## src/rtl/mat_vec_pkg.sv

```systemverilog
// Shared types and sizing for the matrix-vector loader slice.
package mat_vec_pkg;

    typedef enum logic [2:0] {
        IDLE,
        REQ,
        RESP,
        UNPK,
        FILL_WAIT,
        DONE
    } state_t;

    localparam int unsigned N_ROWS         = 8;
    localparam int unsigned WORDS_PER_LOAD = 9;
    localparam int unsigned BYTES_PER_WORD = 8;

endpackage

```

## src/rtl/mat_vec_loader_word_unpacker.sv

```systemverilog
// Holds one fetched 64-bit memory word and walks through its bytes, element 0 first.
module word_unpacker
    import mat_vec_pkg::*;
(
    input  logic        clk,
    input  logic        rst,
    input  logic        load,
    input  logic [63:0] word_in,
    input  logic        active,
    input  logic        stall,
    output logic [7:0]  byte_out,
    output logic        last
);

    logic [63:0] word_q;
    logic [2:0]  b_q;

    always_ff @(posedge clk) begin
        if (rst) begin
            word_q <= '0;
            b_q    <= '0;
        end else if (load) begin
            word_q <= word_in;
            b_q    <= '0;
        end else if (active && !stall) begin
            b_q <= b_q + 3'd1;
        end
    end

    always_comb begin
        byte_out = word_q[{b_q, 3'b000} +: 8];
        last     = (b_q == 3'(BYTES_PER_WORD - 1));
    end

endmodule

```

## src/rtl/mat_vec_loader.sv

```systemverilog
// Fetches 8 rows of A plus vector B over a pipelined read port and fills the MAC array FIFOs.
module mat_vec_loader
    import mat_vec_pkg::*;
#(
    parameter int unsigned ADDR_W = 32,
    parameter int unsigned N      = 8
) (
    input  logic              clk,
    input  logic              rst,
    input  logic              start,
    input  logic [ADDR_W-1:0] base_addr,
    output logic              busy,
    output logic              done,
    output logic [ADDR_W-1:0] mem_address,
    output logic              mem_read,
    input  logic [63:0]       mem_readdata,
    input  logic              mem_readdatavalid,
    input  logic              mem_waitrequest,
    output logic [7:0]        fifo_a_data,
    output logic [N-1:0]      fifo_a_wren,
    input  logic [N-1:0]      fifo_a_full,
    output logic [7:0]        fifo_b_data,
    output logic              fifo_b_wren,
    input  logic              fifo_b_full,
    input  logic              all_fifos_full,
    output logic              clr_accum,
    output logic              start_compute
);

    state_t            state, state_d;
    logic [ADDR_W-1:0] base_q, base_d;
    logic [3:0]        w_q, w_d;

    logic              busy_d, done_d, mem_read_d, clr_d, sc_d, fifo_b_wren_d;
    logic [ADDR_W-1:0] mem_address_d;
    logic [7:0]        fifo_a_data_d, fifo_b_data_d;
    logic [N-1:0]      fifo_a_wren_d;

    logic              wu_load, wu_active, wu_last, is_a_row, target_full;
    logic [7:0]        wu_byte;

    word_unpacker u_unpacker (
        .clk      (clk),
        .rst      (rst),
        .load     (wu_load),
        .word_in  (mem_readdata),
        .active   (wu_active),
        .stall    (target_full),
        .byte_out (wu_byte),
        .last     (wu_last)
    );

    always_ff @(posedge clk) begin
        if (rst) begin
            state         <= IDLE;
            base_q        <= '0;
            w_q           <= '0;
            busy          <= 1'b0;
            done          <= 1'b0;
            mem_read      <= 1'b0;
            mem_address   <= '0;
            fifo_a_data   <= '0;
            fifo_a_wren   <= '0;
            fifo_b_data   <= '0;
            fifo_b_wren   <= 1'b0;
            clr_accum     <= 1'b0;
            start_compute <= 1'b0;
        end else begin
            state         <= state_d;
            base_q        <= base_d;
            w_q           <= w_d;
            busy          <= busy_d;
            done          <= done_d;
            mem_read      <= mem_read_d;
            mem_address   <= mem_address_d;
            fifo_a_data   <= fifo_a_data_d;
            fifo_a_wren   <= fifo_a_wren_d;
            fifo_b_data   <= fifo_b_data_d;
            fifo_b_wren   <= fifo_b_wren_d;
            clr_accum     <= clr_d;
            start_compute <= sc_d;
        end
    end

    always_comb begin
        state_d       = state;
        base_d        = base_q;
        w_d           = w_q;
        busy_d        = busy;
        done_d        = done;
        mem_read_d    = 1'b0;
        mem_address_d = mem_address;
        fifo_a_data_d = fifo_a_data;
        fifo_a_wren_d = '0;
        fifo_b_data_d = fifo_b_data;
        fifo_b_wren_d = 1'b0;
        clr_d         = 1'b0;
        sc_d          = 1'b0;
        wu_load       = 1'b0;
        wu_active     = 1'b0;
        is_a_row      = (w_q < 4'(N_ROWS));
        target_full   = is_a_row ? fifo_a_full[w_q[2:0]] : fifo_b_full;

        case (state)
            IDLE, DONE: begin
                if (start) begin
                    base_d  = base_addr;
                    w_d     = '0;
                    clr_d   = 1'b1;
                    busy_d  = 1'b1;
                    done_d  = 1'b0;
                    state_d = REQ;
                end
            end
            // First REQ cycle leaves mem_read low so the previous word's final
            // registered write enable never overlaps a read request.
            REQ: begin
                if (!mem_read) begin
                    mem_read_d    = 1'b1;
                    mem_address_d = base_q + ADDR_W'({w_q, 3'b000});
                end else if (mem_waitrequest) begin
                    mem_read_d = 1'b1;
                end else begin
                    state_d = RESP;
                end
            end
            RESP: begin
                if (mem_readdatavalid) begin
                    wu_load = 1'b1;
                    state_d = UNPK;
                end
            end
            UNPK: begin
                wu_active = 1'b1;
                if (!target_full) begin
                    if (is_a_row) begin
                        fifo_a_wren_d = N'(1) << w_q[2:0];
                        fifo_a_data_d = wu_byte;
                    end else begin
                        fifo_b_wren_d = 1'b1;
                        fifo_b_data_d = wu_byte;
                    end
                    if (wu_last) begin
                        if (is_a_row) begin
                            w_d     = w_q + 4'd1;
                            state_d = REQ;
                        end else begin
                            state_d = FILL_WAIT;
                        end
                    end
                end
            end
            FILL_WAIT: begin
                if (all_fifos_full) begin
                    sc_d = 1'b1;
                end else if (start_compute) begin
                    busy_d  = 1'b0;
                    done_d  = 1'b1;
                    state_d = DONE;
                end
            end
            default: state_d = IDLE;
        endcase
    end

endmodule

```

## config.mk

```make
export PLATFORM = sky130hd
export DESIGN_NAME = mat_vec_loader
export DESIGN_NICKNAME = d
export VERILOG_FILES = /design/src/rtl/mat_vec_pkg.sv /design/src/rtl/mat_vec_loader_word_unpacker.sv /design/src/rtl/mat_vec_loader.sv
export SDC_FILE = /design/constraint.sdc
export NUM_CORES = 1
export LEC_CHECK = 0
export CAP_MARGIN = 20
export CORE_MARGIN = 5
export CORE_UTILIZATION = 45
export DETAILED_ROUTE_END_ITERATION = 6
export PLACE_DENSITY = 0.87
export REMOVE_ABC_BUFFERS = 1
export SYNTH_ARGS = -nofsm -noshare
export SYNTH_HDL_FRONTEND = slang
export SYNTH_SLANG_ARGS = --single-unit
```

## constraint.sdc

```tcl
create_clock -name clk -period 1.9 [get_ports clk]
set_input_delay 0.285 -clock clk [delete_from_list [all_inputs] [get_ports clk]]
set_output_delay 0.285 -clock clk [all_outputs]
set_load 0.02 [all_outputs]
```

Word-level counts from Yosys, hierarchy flattened
Cells that the tools add are included.
{ "totals": {"register_bits": 168, "input_bits": 111, "out_inout_bits": 62} }
{ "op_classes": {"addsub": 3, "n_lt_le_gt_ge": 2, "eq_ne": 15, "shift": 2, "n_mux": 34, "bitwise_logic": 7, "n_reduce_logical": 19} }
{ "op_table": {"columns": ["operator", "count"], "rows": [
  ["$shiftx A64 B7 Y8", 1],
  ["$add A32 B7 Y32", 1],
  ["$mux W3", 9],
  ["$mux W1", 16],
  ["$mux W4", 4],
  ["$ne A2 B2 Y1 const B", 8],
  ["$pmux W3 S5", 1],
  ["$reduce_or A2 Y1", 5],
  ["$eq A3 B3 Y1 const B", 3],
  ["$pmux W4 S2", 1],
  ["$reduce_and A8 Y1", 1],
  ["$shl A1 B3 Y8 const A", 1],
  ["$not A1 Y1", 7],
  ["$eq A3 B2 Y1 const B", 2],
  ["$reduce_and A3 Y1", 2],
  ["$reduce_and A5 Y1", 1],
  ["$add A4 B1 Y4 const B", 1],
  ["$lt A3 B4 Y1 const B", 1],
  ["$lt A4 B4 Y1 const B", 1],
  ["$pmux W1 S2", 2],
  ["$reduce_and A2 Y1", 2],
  ["$reduce_and A4 Y1", 1],
  ["$reduce_bool A2 Y1", 2],
  ["$reduce_or A4 Y1", 1],
  ["other kinds (8)", 8]
]} }

Logic depth before layout (Yosys ltp)
Gate-level depths: netlist (run 1).
{ "depth": {"word_depth": 5, "ltp_mapped": 7, "depth_no_buf": 7} }

Hierarchy
From an unflattened synthesis (run 1), not the netlist that was laid out.
{ "hier_totals": {"cells_unflattened": 764, "area_unflattened_um2": 7442.1} }
{ "modules_own_cells": {"columns": ["module", "instances", "cells_each", "area_per_inst_um2", "seq_area_each_um2"], "rows": [
  ["mat_vec_loader", 1, 516, 4525.6, 2021.9],
  ["word_unpacker", 1, 248, 2916.5, 1341.3]
]} }

Worst setup path before layout (run 1)
No wires, ideal clock.
{ "synth_timing": {"path_kind": "register -> register", "from": "reg w_q[3]", "to": "reg mem_address[31]", "setup_time_ns": 0.088, "arrival_time_ns": 1.943, "required_time_ns": 1.812, "slack_ns": -0.131, "stages_incl_launch_ff": 7, "n_path_buf": 0, "synth_period_minus_slack_ns": 2.031, "path_cell_list": "dfxtp_1 > ha_1 > o21ai_1 > nor2_2 > nand4_2 > or3_1 > a311oi_2"} }
{ "synth_between": {"elab_chain_len": 1} }
{ "synth_rtl": {"columns": ["element", "line_no", "text"], "rows": [
  ["from (decl)", "mat_vec_loader.sv:32", "logic [3:0] w_q, w_d;"],
  ["from (signal assigned)", "mat_vec_loader.sv:71", "w_q <= w_d;"],
  ["$add A32 B7 Y32", "mat_vec_loader.sv:120", "mem_address_d = base_q + ADDR_W'({w_q, 3'b000});"],
  ["to (signal assigned)", "mat_vec_loader.sv:75", "mem_address <= mem_address_d;"],
  ["to (decl)", "mat_vec_loader.sv:14", "output logic [ADDR_W-1:0] mem_address,"]
]} }
No other way between the ends.
A chain may end at the register's enable or synchronous reset.

Worst setup path in the final report (run 1)
{ "layout_timing": {"from": "reg w_q[0]", "to": "reg mem_address[25]"} }
The elaborated chain is that of the path after synthesis.

==> results of run 1 <==
[path summary, 6_finish.rpt]
path,start,to,slack (ns),cells past startpoint
worst min register to register,base_q[1],mem_address[1],0.45,2
worst min-delay path,rst,u_unpacker.word_q[3],0.36,2
worst max register to register,w_q[0],mem_address[25],-0.10,9
worst max-delay path,w_q[0],mem_address[25],-0.10,9
[power by group through the flow]
| stage | Clock, mW | Combinational, mW | Sequential [mW] |
|---|---|---|---|
| final | 3.53 | 0.904 | 3.71 |
| after global routing | 3.75 | 0.968 | 3.72 |
| after CTS | 3.57 | 0.864 | 3.71 |
| after detailed placement | 0 | 0.851 | 3.78 |
| after global placement | 0 | 0.834 | 3.78 |
| after floorplan | 0 | 0.250 | 3.85 |
[what timing repair did]
action	in CTS	in global routing
pin swaps	16	13
setup endpoints to repair	17	37
setup buffers	6	2
resized for setup	22	23
gates cloned	1	1
[logic make-up after synthesis]
group	share of synthesized area, %
compound gates	16.25
mux	6.976
flops	46.76
buf+inv	4.088
xor+xnor	1.827
fa+ha+maj	2.018
simple gates	22.08
[through the flow]
| stage | instance area, sq um | power (mW) | util (%) | hold WS [ns] | worst slack (ns) |
|---|---|---|---|---|---|
| after floorplan | 6932 | 4.096 | - | 0.3529 | -2.750 |
| after global placement | 9453 | 4.609 | 59.94 | 0.4390 | -0.2594 |
| after detailed placement | 9453 | 4.631 | 59.94 | 0.4455 | -0.3696 |
| after CTS | 10210 | 8.139 | 64.73 | 0.3266 | -0.02516 |
| after global routing | 10350 | 8.439 | 65.61 | 0.3818 | -0.1303 |
| final | 10350 | 8.148 | 65.61 | 0.3615 | -0.1039 |
[synth_stat cells (all sizes together)]
cell type  instances  area [sq um]
nand2            224         840.8
dfxtp            168          3363
a21oi            109         545.5
nor2              56         212.7
clkbuf            50         187.7
a211oi            35         275.3
o21ai             18         90.08
mux4              16         360.4
mux2i             13         130.1
or3               13         82.58
buf               12         72.57
a311oi            10         106.4
ha                10         125.1
nor3b             10         75.07
inv                9         33.78
nand4              9         62.56
nor3               9         45.04
nand2b             8         50.05
xnor2              8         70.07
nand3              7         35.03
xor2               7         61.31
o31ai              6         45.04
and2               5         31.28
a31oi              4         25.02
and3               4         25.02
nor2b              4         25.02
and4               3         28.78
a21o               2         15.01
a22o               2         17.52
o211ai             2         15.01
or2                2         12.51
or4                2         15.01
a22oi              1         7.510
fa                 1         20.02
mux2               1         11.26
nand3b             1         7.510
nand4b             1         23.77
nor4               1         6.260
o21ba              1         10.01
o21bai             1         7.510
o32ai              1         8.760
or3b               1         8.760
[layout by cell type, fill, tap and decap left out, types with 7 or more instances in the layout]
master,synthesis,layout
a211oi_1,34,30
a21oi_1,109,109
buf_4,1,55
clkbuf_16,0,18
clkdlybuf4s50_1,0,171
dfxtp_1,168,164
inv_1,9,8
mux2i_1,13,13
mux4_2,16,16
nand2_1,224,224
nand2b_1,8,8
nand4_1,8,8
nor2_1,55,55
o21ai_0,17,15
or3_1,12,10
xnor2_1,8,8
xor2_1,7,7
[layer usage]
metal  vias up  global-route usage [%]
met5         -                       0
met4         2                   8.903
met3        57                   6.403
met1      3188                   24.84
li1       3318                       -
met2       273                   38.30
[worst max-delay path, stage by stage (launching register included)]
cell,delay (ns)
dfxtp_2,0.34
ha_4,0.17
fa_2,0.39
a211oi_4,0.26
nor2_4,0.11
nand4_4,0.12
buf_6,0.10
buf_4,0.09
xnor2_1,0.16
a211oi_2,0.12
[flip-flops by register name, summed over array words and instances (netlist names)]
register and cells:
busy 1, base_q 32, mem_read 1, fifo_b_wren 1
u_unpacker.b_q 3, w_q 4, state 3, u_unpacker.word_q 64
done 1, start_compute 1, fifo_a_wren 8, mem_address 32
fifo_b_data 8, clr_accum 1, fifo_a_data 8
[final cells by class]
class                      count  area, sq um
clock buffer                  20        456.7
clock inverter                12        150.1
fill                        1222         5424
inverter                       9        36.28
multi-input combinational    609         3747
sequential                   168         3371
tap                          216        270.3
timing repair buffer         237         2315
==> summary.md, run 1 <==
| Metric | Value |
|---|---|
| Gr ovfl total | 0 |
| Routed Antenna Nets | 0 |
| Port Buf Inserts | 172 |
| Worst-Skew Late Latency | 0.42 ns |
| Post-synthesis sequential element count | 168 |
| Clock network power share | 43.4% |
| RSZ-0062 raised after global routing | yes |
| Slew headroom | 61.65% |
| Routed vias | 6838 |
| # H-tree levels | 4 |
| GPL Wtd Cong | 0.8544 |
| Tmin final | 2.004 ns |
| Total track usage | 21.84% |
| Top-Level Pins | 173 |
| Comb pwr share | 11.1% |
| Pwr/cell area | 787.6 mW/mm^2 |
| Remaining DRCs | 0 |
| MaxCap Viol Count | 0 |
| Period utilization | 105.5% |
| Final setup viols | 8 |
| Pleak | 3.579 nW |
| WL met2 | 10260 um |
| CTS Hold Bufs | 0 |
| Antenna diodes | 0 |
| Crit. End Element | flip-flop |
| Max Root-Sink Buffers | 2 |
| Violated checks | negative setup slack |
| Highest metal used | met5 |
| CTS sink count | 168 |
| Nets | 1164 |
| Mapped Cells | 847 |
| Row Count | 46 |
| CP Class | reg2reg |
| Die height | 136.4 um |
| Worst endpoint data arrival time | 2.29 ns |
| Router iterations before antenna repair | 5 |
| DRT iter0 DRCs | 456 |
| Tightest Pin Transition | 0.5753 ns |
| Worst path required time | 2.19 ns |
| Die area | 0.01861 sq mm |
| Internal power | 6.235 mW |
| Final hold vios | 0 |
| Post-synthesis sequential area ratio | 46.76% |
| Routed wire length on met3 | 1839 um |
| Initial antenna violation count | 1 |
| Core area | 0.01577 sq mm |
| P&R area growth vs syn | 43.86% |
| Hold WC Path Type | in2reg |
| DP HPWL | 13920 um |
| Final worst slack | -0.1039 ns |
| Sequential Power Share | 45.6% |
| First-pass GRT wire length | 32250 um |
| Distinct cells, synth | 52 |
| Syn_area_per_cell | 8.491 sq um |
| Vias in the first global route | 6761 |
| Share of cells above drive strength 1 | 15.17% |
| Root buf cell | clkbuf_16 |
| Starting Density | 45.60% |
| Largest net degree at the start of global routing | 65 |
| Vias/cell | 5.380 |
| Synthesis Warnings | 0 |
| Total CTS buffers | 17 |
| CTS tree | done |
| Fmax achieved | 499.0 MHz |
| Post-Route Setup TNS | -0.2923 ns |
| CTS clk-pin slew, worst paths | 0.06 ns |
| Max Fanout on Critical Path | 6 |
| Worst VDD drop | 638.5 uV |
| Outcome | complete, but fails checks |
| Max-slew violations | 0 |
| Placed cells | 1230 |
| Chip Width | 136.4 um |
| Final non-filler cell total | 1271 |
| Post-Synthesis Cell Area | 0.007192 sq mm |
| P_sw | 1.914 mW |
| Switching part of the total power | 23.49% |
| Clock Skew | 0.008670 ns |
| Critical Path Start Type | flip-flop |
| WL per Instance | 16.32 um |
| Met1 WL | 8087 um |
| Drt total wl | 20740 um |
Note: power is estimated with default switching activity, not from simulation.
==> inputs of run 2 (changes only) <==
--- a/config.mk
+++ b/config.mk
@@ -6,6 +6,7 @@
 export NUM_CORES = 1
 export LEC_CHECK = 0
 export CAP_MARGIN = 20
+export CORE_ASPECT_RATIO = 0.8
 export CORE_MARGIN = 5
 export CORE_UTILIZATION = 45
 export DETAILED_ROUTE_END_ITERATION = 6
==> run 2 against run 1 <==
Net effect:
- the flow still finishes with violations (negative setup slack)
- clock skew is 0.00073 ns higher
- die area about the same
- cell area shrank 0.80%
- hold slack worse by 0.014 ns
- sequential cell count did not move
- sequential share of layout area up 0.30 points
- worst setup slack improved by 0.0030 ns
- global-route usage fell by 0.98 points
- combinational power shrank 4.6%
- non-clock buffer count decreased by 11
- critical endpoint is now mem_address[29]
- largest power group unchanged
- highest routed layer is now met4
==> summary.md, run 2 (same netlist as run 1, synthesis figures left out) <==
| Metric | Value |
|---|---|
| Most frequent cells in the layout | 224 x nand2_1, 171 x clkdlybuf4s50_1, 159 x dfxtp_1 |
| GPL Wtd Cong | 0.8544 (unchanged) |
| Tmin final | 2.001 ns (-0.003008 ns) |
| Port Buf Inserts | 172 (unchanged) |
| Router iterations before antenna repair | 5 (unchanged) |
| Crit. End Element | flip-flop |
| Top Registers | u_unpacker.word_q (64), base_q (32), mem_address (32) |
| Clock network power share | 43.7% (+0.3 points) |
| Worst path cell trace | ha_4 > fa_2 > a211oi_4 > nor2_4 > buf_4 > nand4_1 > xor2_1 > a211oi_1 |
| CP Class | reg2reg |
| Share of cells above drive strength 1 | 14.08% (-1.1 points) |
| Die height | 123.1 um (-9.8%) |
| # H-tree levels | 4 (unchanged) |
| Pre-CTS setup slack | -0.2759 ns (+0.09365 ns) |
| Drt total wl | 19650 um (-5.3%) |
| CTS sink count | 168 (unchanged) |
| Root buf cell | clkbuf_16 |
| Initial antenna violation count | 0 (-1) |
| Final non-filler cell total | 1259 (-0.94%) |
| Outcome | complete, but fails checks |
| Max Root-Sink Buffers | 2 (unchanged) |
| CTS clk-pin slew, worst paths | 0.06 ns (about the same) |
| Max reg flops | 64 (unchanged) |
| Worst-Skew Late Latency | 0.42 ns (about the same) |
| Routed vias | 6597 (-3.5%) |
| Violated checks | negative setup slack |
| Die area | 0.01863 sq mm (about the same) |
| Commonest non-fill, non-tap cell in the layout | nand2_1 |
| Final setup viols | 9 (+1) |
| Comb pwr share | 10.6% (-0.5 points) |
| Routed Antenna Nets | 0 (unchanged) |
| Critical Path Start Type | flip-flop |
| CP peak stage delay | 0.41 ns (+0.02 ns) |
| Final worst slack | -0.1009 ns (+0.003008 ns) |
| Total CTS buffers | 17 (unchanged) |
| MaxCap Viol Count | 0 (unchanged) |
| RSZ-0062 raised after global routing | yes |
| DP HPWL | 14190 um (+1.9%) |
| Slew headroom | 61.06% (-0.59 points) |
| WL per Instance | 15.60 um (-4.4%) |
| Starting Density | 45.67% (+0.062 points) |
| Chip Width | 151.3 um (+11%) |
| Worst path required time | 2.17 ns (-0.02 ns) |
| Worst VDD drop | 548.9 uV (-14%) |
| Final hold vios | 0 (unchanged) |
| Fmax achieved | 499.8 MHz (+0.15%) |
| Largest net degree at the start of global routing | 57 (-12%) |
| Vias/cell | 5.240 (-2.6%) |
| Row Count | 41 (-11%) |
| Internal power | 6.269 mW (+0.55%) |
| Pleak | 3.531 nW (-1.4%) |
| Worst endpoint data arrival time | 2.27 ns (-0.02 ns) |
| Period utilization | 105.3% (-0.16 points) |
| First-pass GRT wire length | 30910 um (-4.2%) |
| Worst path slowest cell | fa_2 |
| DRT iter0 DRCs | 384 (-16%) |
| CTS tree | done |
| Remaining DRCs | 0 (unchanged) |
| Biggest register | u_unpacker.word_q |
| Gr ovfl total | 0 (unchanged) |
| P&R area growth vs syn | 42.71% |
| Core area | 0.01575 sq mm (-0.13%) |
| Antenna diodes | 0 (unchanged) |
| Clock Skew | 0.009400 ns (+0.0007297 ns) |
| Tightest Pin Transition | 0.5841 ns (+0.008796 ns) |
| Pwr/cell area | 793.0 mW/mm^2 (+0.69%) |
| Sequential Power Share | 45.7% (about the same) |
| CTS Hold Bufs | 0 (unchanged) |
| Vias in the first global route | 6455 (-4.5%) |
| Max-slew violations | 0 (unchanged) |
| Total track usage | 20.86% (-0.98 points) |
| Top-Level Pins | 173 (unchanged) |
| Nets | 1153 (-0.95%) |
| Max Fanout on Critical Path | 5 (-1) |
| Switching part of the total power | 22.98% (-0.51 points) |
| P_sw | 1.870 mW (-2.3%) |
| Placed cells | 1221 (-0.73%) |
| Hold WC Path Type | in2reg |
-- run 2: power groups by stage --
| stage | Clock (mW) | Combinational, mW | Sequential (mW) |
|---|---|---|---|
| after CTS | 3.61 | 0.857 | 3.71 |
| after detailed placement | 0 | 0.848 | 3.79 |
| after global placement | 0 | 0.832 | 3.78 |
| after global routing | 3.75 | 0.925 | 3.73 |
| after floorplan | 0 | 0.250 | 3.85 |
| final | 3.56 | 0.862 | 3.72 |
-- run 2: worst paths after layout --
kind	to	from	cells after the start	slack (ns)
worst min register to register	u_unpacker.word_q[46]	u_unpacker.word_q[46]	2	0.45
worst max-delay path	mem_address[29]	w_q[0]	8	-0.10
worst min-delay path	clr_accum	rst	2	0.35
worst max register to register	mem_address[29]	w_q[0]	8	-0.10
-- run 2: repair_timing --
action	4_1_cts	5_1_grt
setup endpoints to repair	19	27
pin swaps	6	27
buffers inserted	3	2
endpoints found under the hold margin	0	0
gates cloned	1	0
resized for setup	12	28
-- run 2: cell type report --
| cell class | instances | area (sq um) |
|---|---|---|
| Sequential cell | 168 | 3374 |
| Inverter | 9 | 36.28 |
| Clock buffer | 22 | 474.2 |
| Tap cell | 215 | 269.0 |
| Clock inverter | 10 | 143.9 |
| Fill cell | 1272 | 5485 |
| Multi-Input combinational cell | 609 | 3709 |
| Timing Repair Buffer | 226 | 2257 |
-- run 2: routing by layer --
metal	global-route usage, %	share of wire, %	vias up
met3	4.654	5.4	20
met2	36.03	51	163
met1	26.19	42	3122
met5	0	0	-
li1	-	-	3292
met4	6.229	1.2	0
-- run 2: per-stage QoR --
stage	power, mW	utilization [%]	setup TNS (ns)	area [sq um]	hold slack, ns
after CTS	8.183	64.31	-0.05372	10130	0.3262
after detailed placement	4.636	59.87	-1.623	9429	0.4467
final	8.139	65.17	-0.3972	10260	0.3473
after floorplan	4.096	-	-224.49	6932	0.3529
after global placement	4.614	59.87	-0.7144	9429	0.4375
after global routing	8.407	65.17	-1.537	10260	0.3499
-- run 2: critical path, delay by kind of cell, from the launching register on --
| family | cells | cell delay, ns |
|---|---|---|
| flip-flops | 1 | 0.33 |
| XOR/XNOR | 1 | 0.18 |
| adder cells (fa/ha/maj) | 2 | 0.58 |
| AND/OR/NAND/NOR | 2 | 0.22 |
| buffers and inverters | 1 | 0.15 |
| AO/OA/AOI/OAI | 2 | 0.38 |
==> inputs of run 3 (changes only) <==
--- a/config.mk
+++ b/config.mk
@@ -12,6 +12,7 @@
 export DETAILED_ROUTE_END_ITERATION = 6
 export PLACE_DENSITY = 0.87
 export REMOVE_ABC_BUFFERS = 1
+export SLEW_MARGIN = 0
 export SYNTH_ARGS = -nofsm -noshare
 export SYNTH_HDL_FRONTEND = slang
 export SYNTH_SLANG_ARGS = --single-unit
==> results of run 3 <==
Final layout, timing and power as in run 2 (identical DEF).
